**config.mk**
```make
export PLATFORM = sky130hd
export DESIGN_NAME = fifo_upsize
export DESIGN_NICKNAME = d
export VERILOG_FILES = /design/src/rtl/fifo_pkg.sv /design/src/rtl/fifo_upsize_ctrl.sv /design/src/rtl/fifo_upsize.sv
export SDC_FILE = /design/constraint.sdc
export NUM_CORES = 1
export LEC_CHECK = 0
export BUFFER_PORTS_ARGS = -buffer_cell sky130_fd_sc_hd__buf_4
export CORE_UTILIZATION = 55
export CTS_CLUSTER_DIAMETER = 150
export DETAILED_ROUTE_END_ITERATION = 10
export PLACE_DENSITY = 0.81
export SETUP_SLACK_MARGIN = 0.05
export SLEW_MARGIN = 20
export SYNTH_ARGS = -nofsm -noshare
export SYNTH_HDL_FRONTEND = slang
export SYNTH_HIERARCHICAL = 1
export SYNTH_SLANG_ARGS = --single-unit
```
**constraint.sdc**
```tcl
create_clock -name clk -period 8.2 [get_ports clk]
set_clock_uncertainty 0.1 [all_clocks]
set_input_delay 0.41 -clock clk [delete_from_list [all_inputs] [get_ports clk]]
set_output_delay 0.41 -clock clk [all_outputs]
set_load 0.01 [all_outputs]
```
**src/rtl/fifo_pkg.sv**
```systemverilog
// Shared definitions for the width-converting FIFOs (upsizing and downsizing).
//   DEFAULT_DATA_WIDTH : default byte width on the narrow side
//   DEFAULT_ADDR_WIDTH : default log2 of the word depth
//   BYTE_ORDER         : placement of the earlier byte inside a wide word
package fifo_pkg;

   localparam int DEFAULT_DATA_WIDTH = 8;
   localparam int DEFAULT_ADDR_WIDTH = 3;

   typedef enum logic {
      BYTE_ORDER_LITTLE = 1'b0,  // earlier byte in the low half
      BYTE_ORDER_BIG    = 1'b1   // earlier byte in the high half
   } byte_order_t;

   localparam byte_order_t BYTE_ORDER = BYTE_ORDER_LITTLE;

   // True when a byte that opens a word (even byte address) belongs in the low lane.
   function automatic logic first_byte_low(input byte_order_t order);
      return (order == BYTE_ORDER_LITTLE);
   endfunction

endpackage

```
**src/rtl/fifo_upsize_ctrl.sv**
```systemverilog
// Pointer, count and flag control for the byte-in / word-out FIFO.
// Ports:
//   clk, reset : clock, synchronous active-high reset
//   wr, rd     : write (one byte) and read (one word = two bytes) requests
//   wr_ok      : write accepted this cycle (drives storage lane enables)
//   wr_ptr     : byte pointer, ADDR_WIDTH+1 bits
//   rd_ptr     : word pointer, ADDR_WIDTH bits
//   count      : stored byte count, 0 .. 2**(ADDR_WIDTH+1)
//   full       : count at byte capacity
//   empty      : fewer than two bytes stored (no complete word)
// Handshake: a write is taken when wr=1 and the FIFO is not full, or when a
// read is taken in the same cycle; a read is taken when rd=1 and empty=0.
// Requests that are not taken leave all state untouched.
module fifo_upsize_ctrl #(
   parameter int ADDR_WIDTH = 3
) (
   input  logic                  clk,
   input  logic                  reset,
   input  logic                  wr,
   input  logic                  rd,
   output logic                  wr_ok,
   output logic [ADDR_WIDTH:0]   wr_ptr,
   output logic [ADDR_WIDTH-1:0] rd_ptr,
   output logic [ADDR_WIDTH+1:0] count,
   output logic                  full,
   output logic                  empty
);

   localparam logic [ADDR_WIDTH+1:0] BYTE_DEPTH = (ADDR_WIDTH+2)'(2 ** (ADDR_WIDTH + 1));
   localparam logic [ADDR_WIDTH+1:0] CNT_ONE    = (ADDR_WIDTH+2)'(1);
   localparam logic [ADDR_WIDTH+1:0] CNT_TWO    = (ADDR_WIDTH+2)'(2);
   localparam logic [ADDR_WIDTH:0]   WP_ONE     = (ADDR_WIDTH+1)'(1);
   localparam logic [ADDR_WIDTH-1:0] RP_ONE     = ADDR_WIDTH'(1);

   logic rd_ok;

   // Flags come from the count register only, so they never see wr/rd.
   assign full  = (count == BYTE_DEPTH);
   assign empty = (count < CNT_TWO);

   assign rd_ok = rd & ~empty;
   // When full, a simultaneous read frees the slot the write lands in.
   assign wr_ok = wr & (~full | rd_ok);

   always_ff @(posedge clk) begin
      if (reset) begin
         wr_ptr <= '0;
         rd_ptr <= '0;
         count  <= '0;
      end else begin
         if (wr_ok) wr_ptr <= wr_ptr + WP_ONE;
         if (rd_ok) rd_ptr <= rd_ptr + RP_ONE;
         unique case ({wr_ok, rd_ok})
            2'b10:   count <= count + CNT_ONE;
            2'b01:   count <= count - CNT_TWO;
            2'b11:   count <= count - CNT_ONE;
            default: count <= count;
         endcase
      end
   end

endmodule

```
**src/rtl/fifo_upsize.sv**
```systemverilog
// Upsizing FIFO: accepts one DATA_WIDTH byte per write, returns one
// 2*DATA_WIDTH word per read, first-word-fall-through.
// Ports:
//   clk, reset : clock, synchronous active-high reset
//   wr, w_data : byte write request and data
//   rd         : word read request
//   r_data     : oldest complete word (undefined while empty=1)
//   full       : byte count equals 2**(ADDR_WIDTH+1)
//   empty      : no complete word stored
//   count      : stored byte count
// Storage is two byte lanes indexed by word address; the byte pointer's LSB
// picks the lane, so a word becomes readable once its second byte lands.
module fifo_upsize
   import fifo_pkg::*;
#(
   parameter int DATA_WIDTH = DEFAULT_DATA_WIDTH,
   parameter int ADDR_WIDTH = DEFAULT_ADDR_WIDTH
) (
   input  logic                    clk,
   input  logic                    reset,
   input  logic                    wr,
   input  logic [DATA_WIDTH-1:0]   w_data,
   input  logic                    rd,
   output logic [2*DATA_WIDTH-1:0] r_data,
   output logic                    full,
   output logic                    empty,
   output logic [ADDR_WIDTH+1:0]   count
);

   localparam int WORDS = 2 ** ADDR_WIDTH;

   logic                  wr_ok;
   logic [ADDR_WIDTH:0]   wr_ptr;
   logic [ADDR_WIDTH-1:0] rd_ptr;
   logic [ADDR_WIDTH-1:0] wr_word;
   logic                  opens_word;
   logic                  lo_we;
   logic                  hi_we;

   logic [DATA_WIDTH-1:0] lane_lo [WORDS];
   logic [DATA_WIDTH-1:0] lane_hi [WORDS];

   fifo_upsize_ctrl #(
      .ADDR_WIDTH(ADDR_WIDTH)
   ) u_ctrl (
      .clk   (clk),
      .reset (reset),
      .wr    (wr),
      .rd    (rd),
      .wr_ok (wr_ok),
      .wr_ptr(wr_ptr),
      .rd_ptr(rd_ptr),
      .count (count),
      .full  (full),
      .empty (empty)
   );

   assign wr_word    = wr_ptr[ADDR_WIDTH:1];
   assign opens_word = ~wr_ptr[0];

   // Lane choice: the byte that opens a word goes to the lane the byte order
   // reserves for the earlier byte; the closing byte takes the other lane.
   assign lo_we = wr_ok & (opens_word == first_byte_low(BYTE_ORDER));
   assign hi_we = wr_ok & (opens_word != first_byte_low(BYTE_ORDER));

   // Storage is deliberately not reset; pointers alone define validity.
   always_ff @(posedge clk) begin
      if (lo_we) lane_lo[wr_word] <= w_data;
      if (hi_we) lane_hi[wr_word] <= w_data;
   end

   assign r_data = {lane_hi[rd_ptr], lane_lo[rd_ptr]};

endmodule

```
## Yosys cells after proc, flatten, opt, wreduce, memory -nomap -nowiden

Memory sizes are Yosys's and may differ from the RTL's. A register that Yosys moved wholly into a read port is not among the register bits.
Cells that the tools add are included.

- $lt $le $gt $ge: 1
- $add $sub $neg: 5
- Mux-type cells: 9
- Bitwise operators: 8
- Equal/unequal tests: 4
- Reductions and logical operators: 1

Operators with widths:

| cell | count |
|---|---|
| case mux 5 bit (3 select lines) | 1 |
| two-way mux 3 bit | 4 |
| adder 5 x 1 -> 5 bit, second input constant | 1 |
| == test 5 bit, second input constant | 1 |
| < comparator 5 x 2 -> 1 bit, second input constant | 1 |
| subtractor 5 x 1 -> 5 bit, second input constant | 1 |
| subtractor 5 x 2 -> 5 bit, second input constant | 1 |
| adder 4 x 1 -> 4 bit, second input constant | 1 |
| AND 1 bit | 4 |
| == test 2 bit, second input constant | 2 |
| two-way mux 1 bit | 4 |
| adder 3 x 1 -> 3 bit, second input constant | 1 |
| inverter 1 bit | 3 |
| nonzero test 3 bit | 1 |
| == test 2 x 1 -> 1 bit, second input constant | 1 |
| OR 1 bit | 1 |

- Word-level logic and storage cells: 33
- Memories kept: 2
- Register bits after elaboration: 12
- Bits in writable memories: 128
- Bits of input ports: 12
- Output and inout bits: 23

Memory list:

| name | depth | width | rd ports | clocked after Yosys merged registers in | wr ports | RTL line | text |
|---|---|---|---|---|---|---|---|
| lane_hi | 8 | 8 | 1 | 1 | 1 | fifo_upsize.sv:41 | `logic [DATA_WIDTH-1:0] lane_hi [WORDS];` |
| lane_lo | 8 | 8 | 1 | 1 | 1 | fifo_upsize.sv:40 | `logic [DATA_WIDTH-1:0] lane_lo [WORDS];` |

## Logic depth before layout (Yosys ltp)

Gate-level depths: netlist of the first run.

- Depth in word-level cells: 8
- Gate-level depth with buffers: 11

## Cells and area by module

The synthesis of the first run kept the hierarchy.

Modules (own cells, without submodules):

| module | times used | area each (sq um) | cells each | seq. area each (sq um) |
|---|---|---|---|---|
| fifo_upsize | 1 | 5024.8 | 208 | 3843.7 |
| fifo_upsize_ctrl | 1 | 823.3 | 102 | 240.2 |

## Least setup slack after synthesis of the first run

Ideal clock, no wire load.

- Kind: reg-to-reg
- Start: register u_ctrl.count[1]
- End: register u_ctrl.count[4]
- Slack: 5.390 ns
- Stages on the path, launching flop included: 12
- Clock period less this slack: 2.810 ns
- Arrival: 2.607 ns
- Buffers on the path: 1
- Path through: dfxtp_1 inv_1 ha_1 or3b_1 buf_2 nand2_1 nor2_1 fa_1 a21o_1 a21oi_1 mux2_2 a222oi_1

- Longest elaborated chain between the ends: 7

RTL lines:

| what | RTL line | text |
|---|---|---|
| start: declaration | fifo_upsize_ctrl.sv:24 | `output logic [ADDR_WIDTH+1:0] count,` |
| start signal: assignment | fifo_upsize_ctrl.sv:54 | `2'b10: count <= count + CNT_ONE;` |
| start signal: assignment | fifo_upsize_ctrl.sv:55 | `2'b01: count <= count - CNT_TWO;` |
| start signal: assignment | fifo_upsize_ctrl.sv:56 | `2'b11: count <= count - CNT_ONE;` |
| < comparator 5 x 2 -> 1 bit | fifo_upsize_ctrl.sv:39 | `assign empty = (count < CNT_TWO);` |
| inverter 1 bit | fifo_upsize_ctrl.sv:41 | `assign rd_ok = rd & ~empty;` |
| AND 1 bit | fifo_upsize_ctrl.sv:41 |  |
| OR 1 bit | fifo_upsize_ctrl.sv:43 | `assign wr_ok = wr & (~full \| rd_ok);` |
| AND 1 bit | fifo_upsize_ctrl.sv:43 |  |
| == test 2 bit / == test 2 x 1 -> 1 bit (equally long branches) | fifo_upsize_ctrl.sv:53 | `unique case ({wr_ok, rd_ok})` |
| case mux 5 bit (3 select lines) / nonzero test 3 bit (equally long branches) | n/a |  |

Several ways; a longest one is shown, not always the timed one.
A chain may end at the register's enable or synchronous reset.

==> results of run 1 <==
[routing by layer]
| layer | GRT usage [%] | part of all wire [%] | vias up |
|---|---|---|---|
| met4 | 9.56 | 0.93 | 0 |
| met3 | 6.05 | 5.2 | 8 |
| met1 | 26.4 | 41 | 1482 |
| met5 | 0 | 0 | - |
| li1 | - | - | 1364 |
| met2 | 36.2 | 52 | 95 |
[sequential cells by signal, indices dropped and copies added, names as in the netlist]
register and flops:
lane_hi 64, lane_lo 64, u_ctrl/count 5, u_ctrl/rd_ptr 3, u_ctrl/wr_ptr 4
[stage by stage]
step	setup WS, ns	cells	total power (uW)	utilization [%]	hold WS, ns
2_1_floorplan	5.39	310	1130	-	0.352
5_1_grt	4.87	501	2120	66.4	0.0209
3_5_place_dp	5.15	469	1230	60.1	0.435
4_1_cts	4.95	501	2060	66.3	0.0105
3_3_place_gp	5.31	469	1220	60.1	0.421
6_report	4.99	501	2050	66.4	0.0282
[critical path, cell delays in order (launching register included)]
cell,delay [ns]
dfxtp_2,1.04
mux4_1,0.69
mux2_2,0.29
buf_4,0.14
[power by group through the flow]
stage / Clock (uW) / Combinational [uW] / Sequential (uW)
floorplan: 0 / 294 / 838
global placement: 0 / 346 / 874
detailed placement: 0 / 353 / 876
CTS: 840 / 358 / 863
global route: 866 / 385 / 868
finish: 829 / 357 / 862
[layout by cell type (no fill, tap or decap), types with 2 or more instances in the layout]
cell type  synthesis  routed
edfxtp_1         128     128
buf_4              0      37
mux4_1            28      28
nor2_1            19      19
mux2_2            18      18
clkbuf_16          0      16
dfxtp_1           12      10
nand2_1            9       9
nand3_1            8       8
nor3_1             8       7
inv_1              7       7
bufinv_16          0       6
a21oi_1            6       6
ha_1               6       6
mux4_2             4       4
nand2b_1           4       4
clkinv_2           0       4
xor2_1             4       4
o21ai_0            4       4
clkbuf_1           4       3
a21o_1             3       3
nand4_1            3       3
nand3b_1           2       2
or3b_2             2       2
or3_1              2       2
a211oi_1           2       2
a31oi_1            2       2
o21a_1             2       2
dfxtp_2            0       2
[final cells by class]
type / instances / area (um^2)
multi-input combinational: 149 / 1650
tap: 136 / 170
clock inverter: 12 / 218
timing repair buffer: 37 / 278
clock buffer: 20 / 425
sequential: 140 / 4090
fill: 667 / 3470
inverter: 7 / 26.3
[Yosys cell counts, drive strengths merged, types with 4 or more instances]
| library cell | instances | area [um^2] |
|---|---|---|
| nand2b | 4 | 25.0 |
| buf | 9 | 72.6 |
| dfxtp | 12 | 240 |
| xor2 | 4 | 35.0 |
| a21oi | 6 | 30.0 |
| o21ai | 6 | 33.8 |
| nor3 | 8 | 40.0 |
| nor2 | 19 | 71.3 |
| edfxtp | 128 | 3840 |
| ha | 6 | 75.1 |
| inv | 7 | 26.3 |
| mux4 | 32 | 826 |
| nand2 | 9 | 33.8 |
| nand3 | 8 | 40.0 |
| clkbuf | 5 | 20.0 |
| mux2 | 18 | 203 |
[logic make-up (layout without fill, tap and decap cells)]
family,Yosys count,count (layout)
xor gates and xnor gates,5,5
DFF,140,140
and+or+nand+nor,61,61
adders and majority gates,7,7
AOI/OAI and AO/OA,26,26
buffers and inverters,21,76
muxes,50,50
[path summary, 6_finish.rpt]
| check | depth (start not counted) | slack [ns] | endpoint | from |
|---|---|---|---|---|
| worst min-delay path | 2 | 0.03 | u_ctrl/rd_ptr[0]$_SDFFE_PP0N_ | reset |
| worst max-delay path | 3 | 4.99 | r_data[2] | u_ctrl/rd_ptr[0]$_SDFFE_PP0N_ |
| worst max register to register | 10 | 5.12 | u_ctrl/count[4]$_SDFFE_PP0P_ | u_ctrl/count[1]$_SDFFE_PP0P_ |
| worst min register to register | 2 | 0.45 | u_ctrl/wr_ptr[1]$_SDFFE_PP0P_ | u_ctrl/wr_ptr[1]$_SDFFE_PP0P_ |
==> impl_metrics.csv, run 1 <==
group,metric,value,unit
outcome,status,"completed",
drt,dr.pass1.iters,4,
die,row_count,37,
global_routing,grt_pass1_vias,3016,
yosys,yosysWarnings,6,
yosys,syn_inst,310,
yosys,muxShareOfSynthArea,17.6,%
yosys,synth_nets,329,
yosys,synth-simple-area-share,5.16,%
global_routing,grt_pass1_wl,16600,um
critical_path,cp.arrival,2.70,ns
placed_design,gp_congestion,0.891,
cells_and_area,fin_nets,371,
critical_path,cp.required,7.69,ns
placed_design,place_hpwl,6220,um
power,swShare,24.1,%
power,power_leakage,0.00235,uW
yosys,synth_edf_count,128,
sta,fmax,311,MHz
yosys,synth_top_family_by_area,"multiplexers",
clocking,ctsResizeCount,0,
critical_path,startpoint_type,"flop",
clocking,clkTransAtPathRegs,0.06,ns
clocking,cts_buffers,17,
power,combPwrFrac,17.4,%
sta,max_slew_margin,28.4,%
global_routing,gr-total-overflow,0,
die,ioPinCount,35,
critical_path,crit_path_end_kind,"output port",
yosys,synth_fa_ha_area_share,1.63,%
yosys,synth_seq_area_share,69.8,%
sta,hold_viol,0,
yosys,yosys.cell_types.count,41,
global_routing,grt_max_degree,35,
yosys,ys_seq_elements,140,
placed_design,port_buffers,34,
clocking,cts.sinks,140,
yosys,syn_area,5850,um^2
sta,tightest_slew,1.07,ns
clocking,cts_tree,"done",
drt,wl,11000,um
clocking,clockRootBuffer,"clkbuf_8",
drt,drt_iter0_markers,186,
yosys,synth_xor_xnor_area_share,0.749,%
critical_path,criticalPathCategory,"reg2out",
sta,rsz0062_at_grt,"no",
die,core,10300,um^2
drt,drc,0,
sta,period_needed,3.21,ns
power,peakVddDrop,0.159,mV
yosys,async_flop_share,0,%
clocking,cts_buffer_depth,2,
placed_design,place_area,6210,um^2
clocking,clock_latency,0.52,ns
cells_and_area,n_antenna_cell,0,
yosys,synth_area_per_cell,18.9,um^2
drt,vias_per_cell,5.89,
power,p_int,1560,uW
power,p_seq_share,42.1,%
die,die-area,11000,um^2
flow_run,cap_violations,0,
power,netSwitchingPower,493,uW
power,pwr-share-clk,40.5,%
power,cellPowerDensity,299,nW/um^2
critical_path,cp_max_fo,34,
sta,fin_tns_setup,0,ns
sta,period_share,39.2,%
sta,slew_violations,0,
drt,wl_per_cell,21.9,um
cells_and_area,drive_above_1_share,26.3,%
drt,drtAntennaViolNets,0,
drt,vias,2949,
cells_and_area,finish.instance_area,6850,um^2
die,die_w,105,um
yosys,synth_compound_gate_area_share,3.02,%
worst_hold_path,hp-class,"in2reg",
clocking,ctsHtreeMaxLevel,4,
clocking,postCtsHoldBufs,0,
yosys,synth_ff_type,"edfxtp_1",
global_routing,grt_usage,21.6,%
global_routing,antenna_found_initial,0,
die,initial_core_util,56.6,%
sta,setup_violations,0,
die,die_y,105,um
cells_and_area,area_growth,17.2,%
clocking,post_cts_buffers,0,
Power figures use the tool's default switching activity.
==> run 2: changes to the inputs <==
Settings changed: CORE_UTILIZATION 55 to 54, PLACE_DENSITY 0.81 to 0.83.
Clock period 8.2 ns to 2.61 ns, I/O delays scaled along.
==> run 2 against run 1 <==
  * Final area up 4.0%
  * First-iteration DRC count up 11%
  * Non-clock buffer count up 34
  * Critical endpoint is now u_ctrl/count[4]$_SDFFE_PP0P_
==> impl_metrics.csv, run 2 (synthesis gave the netlist of run 1 again) <==
group,metric,value,unit
outcome,status,"completed",
die,die-area,11200,um^2
critical_path,cp.required,2.92,ns
drt,vias,3222,
power,power_leakage,0.00247,uW
die,core,10400,um^2
drt,drt_iter0_markers,206,
cells_and_area,layout_commonest_cell,"edfxtp_1",
global_routing,grt_pass1_wl,18000,um
drt,vias_per_cell,6.02,
clocking,cts_buffer_depth,2,
critical_path,cp_cell_sequence,"inv_4 -> ha_4 -> or3b_4 -> nand2_4 -> nor2_4 -> fa_2 -> a21o_1 -> a21oi_2 -> mux2_4 -> a222oi_1",
cells_and_area,finalNonFillerCells,535,
global_routing,grt_pass1_vias,3277,
critical_path,cp_max_fo,4,
worst_hold_path,hp-class,"in2reg",
sta,hold_viol,0,
power,cellPowerDensity,900,nW/um^2
sta,period_needed,2.54,ns
power,power,6420,uW
global_routing,grt_max_degree,33,
global_routing,gr-total-overflow,0,
cells_and_area,area_growth,21.9,%
critical_path,startpoint_type,"flop",
critical_path,slowest_delay,0.39,ns
global_routing,grtUsageMet1,27.1,%
critical_path,cp_top_family,"compound AO/OA/AOI/OAI gates",
placed_design,place_hpwl,6500,um
cells_and_area,reg_top3,"lane_hi x64, lane_lo x64, u_ctrl/count x5",
placed_design,dp_cells,480,
die,initial_core_util,56.1,%
die,row_count,37,
clocking,clkTransAtPathRegs,0.06,ns
placed_design,gp_congestion,0.903,
clocking,cts.sinks,140,
sta,slew_violations,0,
cells_and_area,finish.instance_area,7130,um^2
critical_path,slowest_stage,"or3b_4",
critical_path,criticalPathCategory,"reg2reg",
clocking,ctsHtreeMaxLevel,4,
die,ioPinCount,35,
sta,rsz0062_at_grt,"yes",
placed_design,place_area,6340,um^2
cells_and_area,final_util,68.5,%
drt,drtAntennaViolNets,0,
sta,period_share,97.4,%
sta,max_slew_margin,32.9,%
die,die_w,106,um
critical_path,crit_path_end_kind,"flop",
cells_and_area,n_antenna_cell,0,
flow_run,cap_violations,0,
sta,tightest_slew,1.00,ns
clocking,cts_buffers,17,
clocking,clockRootBuffer,"clkbuf_8",
die,die_y,106,um
drt,dr.pass1.iters,5,
clocking,cts_tree,"done",
drt,drc,0,
placed_design,port_buffers,34,
sta,fmax,394,MHz
global_routing,antenna_found_initial,3,
critical_path,cp.arrival,2.85,ns
drt,wl_per_cell,23.4,um
global_routing,busiest_layer,"met2",
power,peakVddDrop,0.630,mV
critical_path,r2r_slack,0.07,ns
cells_and_area,drive_above_1_share,33.1,%
sta,whs,0.0803,ns
clocking,clock_latency,0.51,ns
global_routing,met2_usage,39.6,%
drt,wl,12500,um
cells_and_area,fin_nets,405,
cells_and_area,layout_common_cells,"edfxtp_1 (128), buf_4 (58), mux4_1 (28)",
global_routing,use_met3,5.76,%
global_routing,grt_usage,22.7,%
sta,setup_violations,0,
critical_path,worst-path-buf-inv,1,
## run 2: cell types whose count changed in the layout (fill, tap and decap cells not counted), sizes merged
cell,before,now
bufinv,6,1
clkinvlp,0,5
inv,8,9
clkbuf,20,19
dlygate4sd3,0,11
clkinv,5,6
buf,37,59
## run 2: report_power, final
part	total (uW)	switching, uW	internal, uW
Sequential	2600	67.4	2530
Combinational	1640	757	881
Clock	2180	916	1260
Total	6420	1740	4680
## run 2: worst paths after layout
path,from,to,cells after the start
setup reg to reg,u_ctrl/count[2]$_SDFFE_PP0P_,u_ctrl/count[4]$_SDFFE_PP0P_,10
hold / removal,rd,u_ctrl/count[4]$_SDFFE_PP0P_,4
hold reg to reg,u_ctrl/rd_ptr[2]$_SDFFE_PP0N_,u_ctrl/rd_ptr[2]$_SDFFE_PP0N_,2
setup / recovery,u_ctrl/count[2]$_SDFFE_PP0P_,u_ctrl/count[4]$_SDFFE_PP0P_,10
## run 2: cell type report
cell class	instances	area, um^2
Clock inverter	14	123
Inverter	7	28.8
Timing Repair Buffer	71	591
Fill cell	656	3290
Multi-Input combinational cell	149	1710
Clock buffer	18	418
Tap cell	136	170
Sequential cell	140	4100
## run 2: repair_timing
action | in CTS | in global routing
resized for setup | 3 | 4
setup buffers | 6 | 5
hold endpoints to repair | 139 | 0
pin swaps | 5 | 4
cloned | 0 | 1
endpoints found under the setup margin | 14 | 16
hold buffers | 11 | 0
## run 2: tightest hold or removal path: stages
cell and delay [ns]:
buf_4 0.09, buf_4 0.19, mux2_4 0.17, a222oi_1 0.05
## run 2: stage by stage
stage	setup WS, ns	setup TNS (ns)
2_1_floorplan	0.0484	0
3_3_place_gp	0.0813	0
3_5_place_dp	-0.0204	-0.0204
4_1_cts	0.0335	0
5_1_grt	-0.00922	-0.00922
6_report	0.0691	0
## run 2: metal layers
layer	wire length [um]	part of all wire (%)	vias to the layer above
met2	6610	53	152
met5	0	0	-
met4	137	1.1	0
met3	795	6.4	15
li1	-	-	1429
met1	4960	40	1626
==> run 3: changes to the inputs <==
Settings changed: GPL_TIMING_DRIVEN from default to 0.
==> run 3 against run 2 <==
  * The run now ends with negative setup slack left
  * First-iteration DRC count increased by 10%
  * Critical endpoint unchanged
  * Sequential share of layout area down 0.16 points
  * Combinational power about the same
  * Largest power group unchanged
==> impl_metrics.csv, run 3 (synthesis gave the netlist of run 1 again) <==
group,metric,value,unit
sta,max_slew_margin,38.9,%
placed_design,place_area,6330,um^2
critical_path,r2r_slack,-0.15,ns
power,cellPowerDensity,913,nW/um^2
critical_path,worstReg2RegEnd,"u_ctrl/count[4]$_SDFFE_PP0P_",
die,initial_core_util,56.1,%
cells_and_area,reg_top3,"lane_hi x64, lane_lo x64, u_ctrl/count x5",
clocking,clockRootBuffer,"clkbuf_8",
clocking,cts.sinks,140,
drt,vias_per_cell,6.02,
placed_design,port_buffers,33,
sta,slew_violations,0,
power,power_leakage,0.00247,uW
power,netSwitchingPower,1750,uW
sta,fin_tns_setup,-0.147,ns
cells_and_area,layout_commonest_cell,"edfxtp_1",
die,row_count,37,
critical_path,criticalPathCategory,"reg2reg",
sta,setup_ws,-0.147,ns
cells_and_area,n_antenna_cell,0,
outcome,failed_checks,"negative setup slack",
critical_path,cp_max_fo,4,
critical_path,cp.arrival,3.04,ns
clocking,cts_buffers,17,
critical_path,cp.required,2.89,ns
global_routing,grt_usage,24.5,%
clocking,cts_buffer_depth,2,
power,swShare,26.8,%
sta,fmax,363,MHz
worst_hold_path,hp-class,"in2reg",
global_routing,gr-total-overflow,0,
clocking,cts_tree,"done",
sta,rsz0062_at_grt,"yes",
critical_path,slowest_stage,"or3b_4",
sta,period_share,106,%
power,peakVddDrop,0.660,mV
global_routing,grt_pass1_wl,19000,um
power,combPwrFrac,25.3,%
cells_and_area,final_util,68.6,%
die,die_w,106,um
sta,whs,0.0355,ns
clocking,clock_latency,0.51,ns
sta,setup_violations,1,
global_routing,met2_usage,44.2,%
critical_path,rr_startpoint,"u_ctrl/count[2]$_SDFFE_PP0P_",
die,die_y,106,um
sta,hold_viol,0,
drt,dr.pass1.iters,5,
global_routing,antenna_found_initial,0,
flow_run,cap_violations,0,
drt,drt_iter0_markers,227,
drt,drtAntennaViolNets,0,
critical_path,crit_path_end_kind,"flop",
critical_path,cp-startpoint,"u_ctrl/count[2]$_SDFFE_PP0P_",
placed_design,gp_congestion,0.874,
cells_and_area,finish.instance_area,7150,um^2
cells_and_area,fin_nets,403,
clocking,clkTransAtPathRegs,0.06,ns
sta,period_needed,2.76,ns
drt,wl_per_cell,24.2,um
critical_path,rr_worst_depth,10,
sta,tightest_slew,0.914,ns
critical_path,slowest_delay,0.40,ns
die,die-area,11200,um^2
global_routing,grt_pass1_vias,3216,
cells_and_area,area_growth,22.2,%
critical_path,cp_cell_sequence,"inv_2 -> ha_4 -> or3b_4 -> nand2_4 -> nor2_4 -> fa_2 -> a21o_1 -> a21oi_2 -> mux2_4 -> a222oi_1",
power,p_seq_share,39.9,%
cells_and_area,layout_common_cells,"edfxtp_1 (128), buf_4 (46), mux4_1 (26)",
global_routing,grtUsageMet1,29.3,%
global_routing,use_met3,4.78,%
outcome,status,"finished with violations",
clocking,ctsHtreeMaxLevel,4,
drt,wl,12900,um
drt,drc,0,
critical_path,crit_end,"u_ctrl/count[4]$_SDFFE_PP0P_",
global_routing,busiest_layer,"met2",
power,p_int,4770,uW
placed_design,place_hpwl,7170,um
global_routing,grt_max_degree,17,
die,core,10400,um^2
cells_and_area,drive_above_1_share,34.5,%
critical_path,startpoint_type,"flop",
power,pwr-share-clk,34.8,%
drt,vias,3211,
die,ioPinCount,35,
-- run 3: cell count changes in the layout (fill, tap and decap cells not counted), moves of 2 or more --
cell,change
nor3_2,+3
mux4_2,+2
nor2_4,+3
buf_2,+2
nor2_1,-4
buf_4,-12
clkinv_1,+2
nor3_1,-4
clkinvlp_4,-2
buf_6,+4
mux4_1,-2
clkbuf_2,+3
-- run 3: worst min-delay path by stage --
stage / endpoint / cells after the start / startpoint / slack [ns]
after CTS: u_ctrl/count[2]$_SDFFE_PP0P_ / 4 / rd / 0.008
after global placement: lane_hi[6][7]$_DFFE_PP_ / 1 / w_data[7] / 0.32
after detailed placement: lane_hi[6][7]$_DFFE_PP_ / 1 / w_data[7] / 0.34
after global routing: u_ctrl/count[2]$_SDFFE_PP0P_ / 4 / rd / 0.03
after floorplan: lane_hi[0][0]$_DFFE_PP_ / 0 / w_data[0] / 0.13
final: u_ctrl/count[2]$_SDFFE_PP0P_ / 4 / rd / 0.04
-- run 3: routing by layer --
metal  wire length [um]  vias to the layer above  part of all wire (%)
met5                  0                        -                     0
met4                199                        0                   1.5
met3                557                       16                   4.3
met2               7060                      124                    55
met1               5080                     1650                    39
li1                   -                     1421                     -
-- run 3: metrics by stage --
stage                     power [uW]  cells  worst slack, ns
after detailed placement        4070    479           -0.157
after CTS                       6460    527          -0.0941
after floorplan                 3630    310           0.0484
final                           6530    533           -0.147
after global routing            6750    533           -0.260
after global placement          4020    479           -0.312
-- run 3: critical path: cells and delay by family, from the launching register on --
kind                     cells  cell delay [ns]
AND/OR/NAND/NOR              3             0.56
multiplexers                 1             0.33
flip-flops                   1             0.35
buffers and inverters        1             0.06
AO/OA/AOI/OAI                3             0.73
adder cells (fa/ha/maj)      2             0.49
-- run 3: repair_timing --
| action | 4_1_cts | 5_1_grt |
|---|---|---|
| setup buffers | 6 | 7 |
| endpoints found under the hold margin | 138 | 0 |
| resized for setup | 12 | 10 |
| hold buffers | 10 | 0 |
| endpoints found under the setup margin | 49 | 49 |
| pin swaps | 5 | 7 |
-- run 3: power by group through the flow --
stage	sequential, uW	clock [uW]	combinational (uW)
floorplan	2640	0	992
global placement	2640	0	1370
detailed placement	2650	0	1420
CTS	2600	2300	1570
global route	2610	2380	1760
finish	2600	2270	1650
-- run 3: cell type report --
| class | count | area (um^2) |
|---|---|---|
| inverters | 7 | 28.8 |
| well taps | 136 | 170 |
| plain buffers | 13 | 96.3 |
| clock inverters | 15 | 149 |
| multi-input cells | 149 | 1750 |
| flip-flops and latches | 140 | 4090 |
| fillers | 634 | 3270 |
| clock buffers | 17 | 414 |
| repair buffers | 56 | 445 |
